## src/rtl/dac_axis_pack_fifo_if.sv

```systemverilog
// Stream bundle between the pulse engine, the beat packer/FIFO and the RF-DAC AXI-Stream port.
// The master modport is the packer side (it masters the AXI-Stream toward the DAC);
// the slave modport is the environment side (pulse engine source plus DAC sink).
interface dac_axis_pack_fifo_if #(
    parameter int SAMP_W = 32,
    parameter int SPB    = 4
);
    logic [SAMP_W-1:0]         samp_in;
    logic                      samp_valid;
    logic                      samp_last;
    logic                      samp_ready;
    logic [SAMP_W*SPB-1:0]     M_TDATA;
    logic                      M_TVALID;
    logic                      M_TREADY;
    logic                      M_TLAST;
    logic [SAMP_W*SPB/8-1:0]   M_TKEEP;

    modport master (
        input  samp_in,
        input  samp_valid,
        input  samp_last,
        output samp_ready,
        output M_TDATA,
        output M_TVALID,
        input  M_TREADY,
        output M_TLAST,
        output M_TKEEP
    );

    modport slave (
        output samp_in,
        output samp_valid,
        output samp_last,
        input  samp_ready,
        input  M_TDATA,
        input  M_TVALID,
        output M_TREADY,
        input  M_TLAST,
        input  M_TKEEP
    );
endinterface

```

## src/rtl/dac_axis_pack_fifo.sv

```systemverilog
// DAC stream master: packs SPB samples per AXI-Stream beat into a first-word-fall-through
// FIFO of DEPTH beats, marks pulse end with TLAST and partial TKEEP, and flags underrun
// when the DAC is ready but the FIFO is empty in the middle of a pulse.
// Optional feature macro: DAC_UNDERRUN_CNT_EN adds cnt_clr / underrun_cnt (16-bit saturating).
module dac_axis_pack_fifo #(
    parameter int SAMP_W = 32,
    parameter int SPB    = 4,
    parameter int DEPTH  = 8
) (
    input  logic                         ACLK,
    input  logic                         ARESETN,
    dac_axis_pack_fifo_if.master         bus,
    output logic                         underrun,
    output logic [$clog2(DEPTH+1)-1:0]   level
`ifdef DAC_UNDERRUN_CNT_EN
    ,
    input  logic                         cnt_clr,
    output logic [15:0]                  underrun_cnt
`endif
);

    localparam int BEAT_W = SAMP_W * SPB;
    localparam int KEEP_W = BEAT_W / 8;
    localparam int LANE_B = SAMP_W / 8;
    localparam int LANE_W = (SPB > 1) ? $clog2(SPB) : 1;
    localparam int PTR_W  = (DEPTH > 1) ? $clog2(DEPTH) : 1;
    localparam int LVL_W  = $clog2(DEPTH + 1);
    localparam logic [LANE_W-1:0] LAST_LANE = LANE_W'(SPB - 1);

    typedef enum logic [0:0] {
        ST_IDLE   = 1'b0,
        ST_STREAM = 1'b1
    } state_t;

    // Packer state
    logic [LANE_W-1:0] lane_q, lane_d;
    logic [BEAT_W-1:0] pack_q, pack_d;

    // FIFO storage and bookkeeping
    logic [BEAT_W-1:0] mem_data_q [DEPTH];
    logic [KEEP_W-1:0] mem_keep_q [DEPTH];
    logic              mem_last_q [DEPTH];
    logic [PTR_W-1:0]  wr_ptr_q, wr_ptr_d;
    logic [PTR_W-1:0]  rd_ptr_q, rd_ptr_d;
    logic [LVL_W-1:0]  level_q, level_d;

    // Control state
    state_t            state_q, state_d;
    logic              underrun_q, underrun_d;

    // Datapath / handshake helpers
    logic              samp_ready_s;
    logic              accept_s;
    logic              complete_s;
    logic              empty_s;
    logic              push_s;
    logic              pop_s;
    logic              head_last_s;
    logic [BEAT_W-1:0] beat_data_s;
    logic [KEEP_W-1:0] beat_keep_s;

    // Handshake decode: ready depends only on FIFO occupancy, never on M_TREADY
    always_comb begin
        empty_s      = (level_q == {LVL_W{1'b0}});
        samp_ready_s = (level_q != LVL_W'(DEPTH));
        accept_s     = bus.samp_valid & samp_ready_s;
        complete_s   = accept_s & ((lane_q == LAST_LANE) | bus.samp_last);
        push_s       = complete_s;
        pop_s        = (~empty_s) & bus.M_TREADY;
        head_last_s  = mem_last_q[rd_ptr_q];
    end

    // Assemble the beat that would be pushed now: held lanes, incoming sample, zero above
    always_comb begin
        beat_data_s = {BEAT_W{1'b0}};
        beat_keep_s = {KEEP_W{1'b0}};
        for (int k = 0; k < SPB; k++) begin
            if (LANE_W'(k) < lane_q) begin
                beat_data_s[k*SAMP_W +: SAMP_W] = pack_q[k*SAMP_W +: SAMP_W];
                beat_keep_s[k*LANE_B +: LANE_B] = {LANE_B{1'b1}};
            end else if (LANE_W'(k) == lane_q) begin
                beat_data_s[k*SAMP_W +: SAMP_W] = bus.samp_in;
                beat_keep_s[k*LANE_B +: LANE_B] = {LANE_B{1'b1}};
            end else begin
                beat_data_s[k*SAMP_W +: SAMP_W] = {SAMP_W{1'b0}};
                beat_keep_s[k*LANE_B +: LANE_B] = {LANE_B{1'b0}};
            end
        end
    end

    // Packer next state: store accepted sample in its lane, clear everything on beat completion
    always_comb begin
        lane_d = lane_q;
        pack_d = pack_q;
        if (complete_s) begin
            lane_d = {LANE_W{1'b0}};
            pack_d = {BEAT_W{1'b0}};
        end else if (accept_s) begin
            lane_d = lane_q + LANE_W'(1);
            pack_d[lane_q*SAMP_W +: SAMP_W] = bus.samp_in;
        end else begin
            lane_d = lane_q;
            pack_d = pack_q;
        end
    end

    // Packer registers
    always_ff @(posedge ACLK or negedge ARESETN) begin
        if (!ARESETN) begin
            lane_q <= {LANE_W{1'b0}};
            pack_q <= {BEAT_W{1'b0}};
        end else begin
            lane_q <= lane_d;
            pack_q <= pack_d;
        end
    end

    // FIFO pointer and occupancy next state; pointers wrap naturally since DEPTH is a power of 2
    always_comb begin
        wr_ptr_d = wr_ptr_q;
        rd_ptr_d = rd_ptr_q;
        level_d  = level_q;
        if (push_s) begin
            wr_ptr_d = wr_ptr_q + PTR_W'(1);
        end else begin
            wr_ptr_d = wr_ptr_q;
        end
        if (pop_s) begin
            rd_ptr_d = rd_ptr_q + PTR_W'(1);
        end else begin
            rd_ptr_d = rd_ptr_q;
        end
        case ({push_s, pop_s})
            2'b10:   level_d = level_q + LVL_W'(1);
            2'b01:   level_d = level_q - LVL_W'(1);
            default: level_d = level_q;
        endcase
    end

    // FIFO pointer and occupancy registers
    always_ff @(posedge ACLK or negedge ARESETN) begin
        if (!ARESETN) begin
            wr_ptr_q <= {PTR_W{1'b0}};
            rd_ptr_q <= {PTR_W{1'b0}};
            level_q  <= {LVL_W{1'b0}};
        end else begin
            wr_ptr_q <= wr_ptr_d;
            rd_ptr_q <= rd_ptr_d;
            level_q  <= level_d;
        end
    end

    // FIFO storage: completed beat written on the same edge as its final sample
    always_ff @(posedge ACLK or negedge ARESETN) begin
        if (!ARESETN) begin
            for (int i = 0; i < DEPTH; i++) begin
                mem_data_q[i] <= {BEAT_W{1'b0}};
                mem_keep_q[i] <= {KEEP_W{1'b0}};
                mem_last_q[i] <= 1'b0;
            end
        end else if (push_s) begin
            mem_data_q[wr_ptr_q] <= beat_data_s;
            mem_keep_q[wr_ptr_q] <= beat_keep_s;
            mem_last_q[wr_ptr_q] <= bus.samp_last;
        end
    end

    // Head of FIFO drives the stream directly; payload is forced to zero while empty
    always_comb begin
        bus.samp_ready = samp_ready_s;
        bus.M_TVALID   = ~empty_s;
        if (empty_s) begin
            bus.M_TDATA = {BEAT_W{1'b0}};
            bus.M_TKEEP = {KEEP_W{1'b0}};
            bus.M_TLAST = 1'b0;
        end else begin
            bus.M_TDATA = mem_data_q[rd_ptr_q];
            bus.M_TKEEP = mem_keep_q[rd_ptr_q];
            bus.M_TLAST = head_last_s;
        end
    end

    // Pulse tracking FSM next state and underrun detection
    always_comb begin
        state_d    = state_q;
        underrun_d = 1'b0;
        case (state_q)
            ST_IDLE: begin
                if (pop_s) begin
                    state_d = head_last_s ? ST_IDLE : ST_STREAM;
                end else begin
                    state_d = ST_IDLE;
                end
                underrun_d = 1'b0;
            end
            ST_STREAM: begin
                if (pop_s && head_last_s) begin
                    state_d = ST_IDLE;
                end else begin
                    state_d = ST_STREAM;
                end
                underrun_d = bus.M_TREADY & empty_s;
            end
            default: begin
                state_d    = ST_IDLE;
                underrun_d = 1'b0;
            end
        endcase
    end

    // FSM state and registered underrun pulse
    always_ff @(posedge ACLK or negedge ARESETN) begin
        if (!ARESETN) begin
            state_q    <= ST_IDLE;
            underrun_q <= 1'b0;
        end else begin
            state_q    <= state_d;
            underrun_q <= underrun_d;
        end
    end

    assign underrun = underrun_q;
    assign level    = level_q;

`ifdef DAC_UNDERRUN_CNT_EN
    logic [15:0] cnt_q, cnt_d;

    // Saturating underrun counter next state; increments on the same edge the pulse is raised
    always_comb begin
        cnt_d = cnt_q;
        if (cnt_clr) begin
            cnt_d = 16'h0000;
        end else if (underrun_d && (cnt_q != 16'hFFFF)) begin
            cnt_d = cnt_q + 16'h0001;
        end else begin
            cnt_d = cnt_q;
        end
    end

    // Underrun counter register
    always_ff @(posedge ACLK or negedge ARESETN) begin
        if (!ARESETN) begin
            cnt_q <= 16'h0000;
        end else begin
            cnt_q <= cnt_d;
        end
    end

    assign underrun_cnt = cnt_q;
`endif

endmodule

```

## src/flat_wrapper.sv

```systemverilog
// flat-port wrapper written by rule: the top's interface ports become plain ports
module dac_axis_pack_fifo_flat 
#(
    parameter int SAMP_W = 32,
    parameter int SPB    = 4,
    parameter int DEPTH  = 8
)
  (ACLK, ARESETN, underrun, level, bus_samp_in, bus_samp_valid, bus_samp_last, bus_samp_ready, bus_M_TDATA, bus_M_TVALID, bus_M_TREADY, bus_M_TLAST, bus_M_TKEEP);
  dac_axis_pack_fifo_if #(.SAMP_W(SAMP_W), .SPB(SPB)) bus_i ();
  input  logic ACLK;
  input  logic ARESETN;
  output logic underrun;
  output logic [$clog2(DEPTH+1)-1:0] level;
  input wire logic [$bits(bus_i.samp_in)-1:0] bus_samp_in;
  input wire logic [$bits(bus_i.samp_valid)-1:0] bus_samp_valid;
  input wire logic [$bits(bus_i.samp_last)-1:0] bus_samp_last;
  output wire logic [$bits(bus_i.samp_ready)-1:0] bus_samp_ready;
  output wire logic [$bits(bus_i.M_TDATA)-1:0] bus_M_TDATA;
  output wire logic [$bits(bus_i.M_TVALID)-1:0] bus_M_TVALID;
  input wire logic [$bits(bus_i.M_TREADY)-1:0] bus_M_TREADY;
  output wire logic [$bits(bus_i.M_TLAST)-1:0] bus_M_TLAST;
  output wire logic [$bits(bus_i.M_TKEEP)-1:0] bus_M_TKEEP;
  assign bus_i.samp_in = bus_samp_in;
  assign bus_i.samp_valid = bus_samp_valid;
  assign bus_i.samp_last = bus_samp_last;
  assign bus_samp_ready = bus_i.samp_ready;
  assign bus_M_TDATA = bus_i.M_TDATA;
  assign bus_M_TVALID = bus_i.M_TVALID;
  assign bus_i.M_TREADY = bus_M_TREADY;
  assign bus_M_TLAST = bus_i.M_TLAST;
  assign bus_M_TKEEP = bus_i.M_TKEEP;
  dac_axis_pack_fifo #(.SAMP_W(SAMP_W), .SPB(SPB), .DEPTH(DEPTH)) u_core (.ACLK(ACLK), .ARESETN(ARESETN), .bus(bus_i), .underrun(underrun), .level(level));
endmodule
```

## config.mk

```make
export PLATFORM = sky130hd
export DESIGN_NAME = dac_axis_pack_fifo_flat
export DESIGN_NICKNAME = d
export VERILOG_FILES = /design/src/rtl/dac_axis_pack_fifo_if.sv /design/src/rtl/dac_axis_pack_fifo.sv /design/src/flat_wrapper.sv
export SDC_FILE = /design/constraint.sdc
export NUM_CORES = 2
export LEC_CHECK = 0
export ABC_AREA = 0
export CAP_MARGIN = 40
export CORE_MARGIN = 2
export CORE_UTILIZATION = 31
export DETAILED_ROUTE_END_ITERATION = 8
export GPL_TIMING_DRIVEN = 0
export PLACE_DENSITY = 0.51
export SLEW_MARGIN = 20
export SYNTH_ARGS = -nofsm -noshare
export SYNTH_HDL_FRONTEND = slang
export SYNTH_SLANG_ARGS = --single-unit
export TNS_END_PERCENT = 1
```

## constraint.sdc

```tcl
create_clock -name ACLK -period 3.3 [get_ports ACLK]
set_input_delay 0.33 -clock ACLK [delete_from_list [all_inputs] [get_ports ACLK]]
set_output_delay 0.33 -clock ACLK [all_outputs]
set_load 0.02 [all_outputs]
```

==> metrics.md <==
| Metric | Value |
|---|---|
| DPL Wire Length | around 120 mm |
| Critical Path End | bus_M_TKEEP[13] |
| Worst setup margin | -163 ps |
| Die H | 410 µm |
| Placed cell count | 7053 |
| Synthesized Nets | between 4000 and 5000 |
| Final Slew Violations | 0 |
| VDD IR max | 570 µV |
| CTS max path bufs | 3 |
| #FFs+latches synth | 1174 |
| Detail Route Antenna Nets | 0 |
| Die area | 168000 µm² |
| Clock slew at reported path FFs | ~60 ps |
| Fin crit period | 3460 ps |
| Post-synth EDFFs | 0 |
| I/O Buffers | 188 |
| Mapped cell area | slightly above 50000 µm² |
| DRC | 0 |
| Setup violations, final | 14 |
| Crit path max fanout | 10 |
| Logic pwr share | 38.3% |
| Clock Skews | slightly above 50 ps |
| RSZ-0062 raised after global routing | yes |
| Violated checks | hold timing, setup timing |
| HP Class | in -> async |
| Total track usage | 21.2% |
| RR Startpoint | u_core.level[0] |
| Dominant synthesized flop cell | dfrtp_1 |
| Max-cap viol count | 0 |
| Yosys warnings | 0 |
| Worst R2R Setup Slack | 10 ps |
| WP data arrival | 3130 ps |
| Starting Density | 31.1% |
| # IOs | 189 |
| WL final | 179 mm |
| Clock Latency Late Sink | just under 800 ps |
| H-tree levels | 4 |
| Inserted Clock Buffers | between 100 and 150 |
| Antenna violations before repair | 4 |
| First-pass GRT wire length | 264 mm |
| Drt wl/cell | ~24 µm |
| Gpl congestion | 0.796 |
| Power Internal | 37.4 mW |
| Vias | 38244 |
| Leak Pwr | 27.9 nW |
| Worst setup SP type | register |
| Finished Layout Cells | 7313 |
| Gr ovfl total | 0 |
| Clock Sinks | 1174 |
| Final #Nets | 5067 |
| Clock Power Share | 25.8% |
| Post-synth top cells | dfrtp_1, nand2_1, o21ai_0 |
| Sequential share of power | about 36% |
| CTS tree | done |
| Run status | finished with violations |
| Core Area | 164000 µm² |
| Setup Crit Path Kind | reg -> out |
| CP Launch Point | u_core.rd_ptr_q[0] |
| Final hold violations | 4 |
| Synth area leader | dfrtp_1 |
| Slew headroom | 36.7% |
| CP endpoint kind | output port |
| Number of detailed-route iterations in the first pass | 6 |
| Yosys cell types | 46 |
| Share of cells above drive strength 1 | 19.0% |
| Die X | 410 µm |
| RR Endpoint | u_core.mem_data_q[579] |
| Most frequent cell after synthesis | dfrtp_1 |
| Number of global-route vias before repair | approximately 39000 |
| CP Data Required Time | a little under 3000 ps |
| Seq/Total Area, Yosys | 57.5% |
| Max frequency | 289 MHz |
| Largest cells by area after synthesis | dfrtp_1, mux4_2, o21ai_0 |
| Top-area cell type share of the netlist area | 57.5% |
| Power density over cell area | 948 nW/µm² |
| Post-DP Area | 56500 µm² |
| # rows | 149 |
| Cells after synthesis | 4625 |
| Largest net degree at the start of global routing | approximately 150 |
| Vias per inst | 5.23 |
| Min Hold Slack | -15.3 ps |
| Clock root cell | clkbuf_16 |
| Synth-to-Final Area Change | 22.2% |
| Initial DRC Count | 3362 |
| Least-Margin Pin Slew | 946 ps |
| R2R depth | 10 |
| Fraction of registers with async set/reset | 100% |
| Final period utilization | 105% |
| Sw frac | roughly 37% |
| Mean Syn Cell Area | 11.1 µm² |
| Post-route design area | 62500 µm² |
| Sw power | 21.8 mW |
==> worst min path at each step <==
stage | startpoint | depth (start not counted) | slack (ps) | endpoint
2_1_floorplan | ARESETN | 0 | 30 | asynchronous set/reset pin
3_3_place_gp | u_core.mem_keep_q[83] | 1 | 440 | u_core.mem_keep_q[83]
3_5_place_dp | u_core.mem_keep_q[83] | 1 | 450 | u_core.mem_keep_q[83]
4_1_cts | bus_M_TREADY | 2 | 120 | u_core.underrun
5_1_grt | ARESETN | 4 | 30 | u_core.mem_data_q[580]
6_report | ARESETN | 4 | -20 | u_core.mem_data_q[580]
==> worst max-delay path, cell delays in order, from the launching register on <==
cell and delay, ps:
dfrtp_2 370, buf_12 140, clkbuf_16 200, buf_12 180
mux4_2 560, mux2i_4 210, nor2_4 110, buf_4 150
buf_4 110, dlygate4sd2_1 310
==> repair_timing <==
action,4_1_cts,5_1_grt
setup buffers,5,0
pin swaps,3,1
gates resized for setup,497,179
gates cloned,1,0
endpoints found under the setup margin,629,968
endpoints found under the hold margin,136,5
hold buffers,1,8
==> power groups by stage <==
stage	logic (mW)	clock network, mW	registers, mW
6_report	22.7	15.3	21.3
5_1_grt	24.6	16.2	21.8
4_1_cts	22.4	15.6	21.2
3_5_place_dp	21.5	0	21.4
3_3_place_gp	20.8	0	21.5
2_1_floorplan	13.3	0	20.7
==> routing by layer <==
layer / routed length [µm] / vias up / global-route usage [%]
met5: 0 / - / 0
met4: 5010 / 0 / 6.07
met3: 10000 / 239 / 3.85
met2: 83400 / 1031 / 33.4
met1: 80300 / 20049 / 29.7
li1: - / 16925 / -
==> flip-flops by register name, indices dropped and copies added (netlist names), named ones only <==
name	count
u_core.mem_data_q	1024
u_core.pack_q	96
u_core.mem_keep_q	32
u_core.mem_last_q	8
u_core.level	4
u_core.rd_ptr_q	3
u_core.wr_ptr_q	3
u_core.lane_q	2
u_core.underrun	1
==> kinds of logic after synthesis <==
| family | count (synthesis) | synth area share, % |
|---|---|---|
| adder cells (fa/ha/maj) | 9 | 0.220 |
| flip-flops | 1174 | 57.5 |
| buffers and inverters | 396 | 3.71 |
| XOR/XNOR | 9 | 0.154 |
| multiplexers | 444 | 15.2 |
| AO/OA/AOI/OAI | 1212 | 12.6 |
| AND/OR/NAND/NOR | 1381 | 10.6 |
==> metrics by stage <==
step	setup WS [ps]	setup TNS, ps	power [mW]	util (%)
detailed placement	-853	-122520	43.0	34.4
global route	-249	-6940	62.6	38.0
CTS	-244	-4740	59.2	37.6
floorplan	799	0	34.0	-
global placement	-53110	-	42.3	33.9
finish	-163	-1070	59.2	38.0
==> cell usage in the layout, fill, tap and decap left out, drive strengths merged, types with 3 or more instances in the layout <==
master         count
dfrtp           1174
o21ai           1047
mux2              13
clkdlybuf4s15     10
inv               16
and3              35
mux4             266
bufinv            10
nor3b              3
nand2b             9
a21oi             66
clkdlybuf4s50     43
buf              285
nand3              9
dlygate4sd3        5
nor3               4
xor2               3
nand2           1130
nor2             178
clkinv            20
clkbuf           400
dlymetal6s2s      12
xnor2              6
ha                 9
a22o              87
dlygate4sd2       90
mux2i            165
a22oi              7
==> cell type report <==
cell class / count / area [µm²]
fillers: 16375 / 102000
diodes: 2 / 5.00
plain buffers: 386 / 2610
multi-input cells: 3055 / 20500
clock buffers: 197 / 3890
clock inverters: 39 / 599
flip-flops and latches: 1174 / 29400
repair buffers: 263 / 2700
well taps: 2189 / 2740
inverters: 8 / 30.0
No activity file was read; power rests on OpenSTA's default activity.
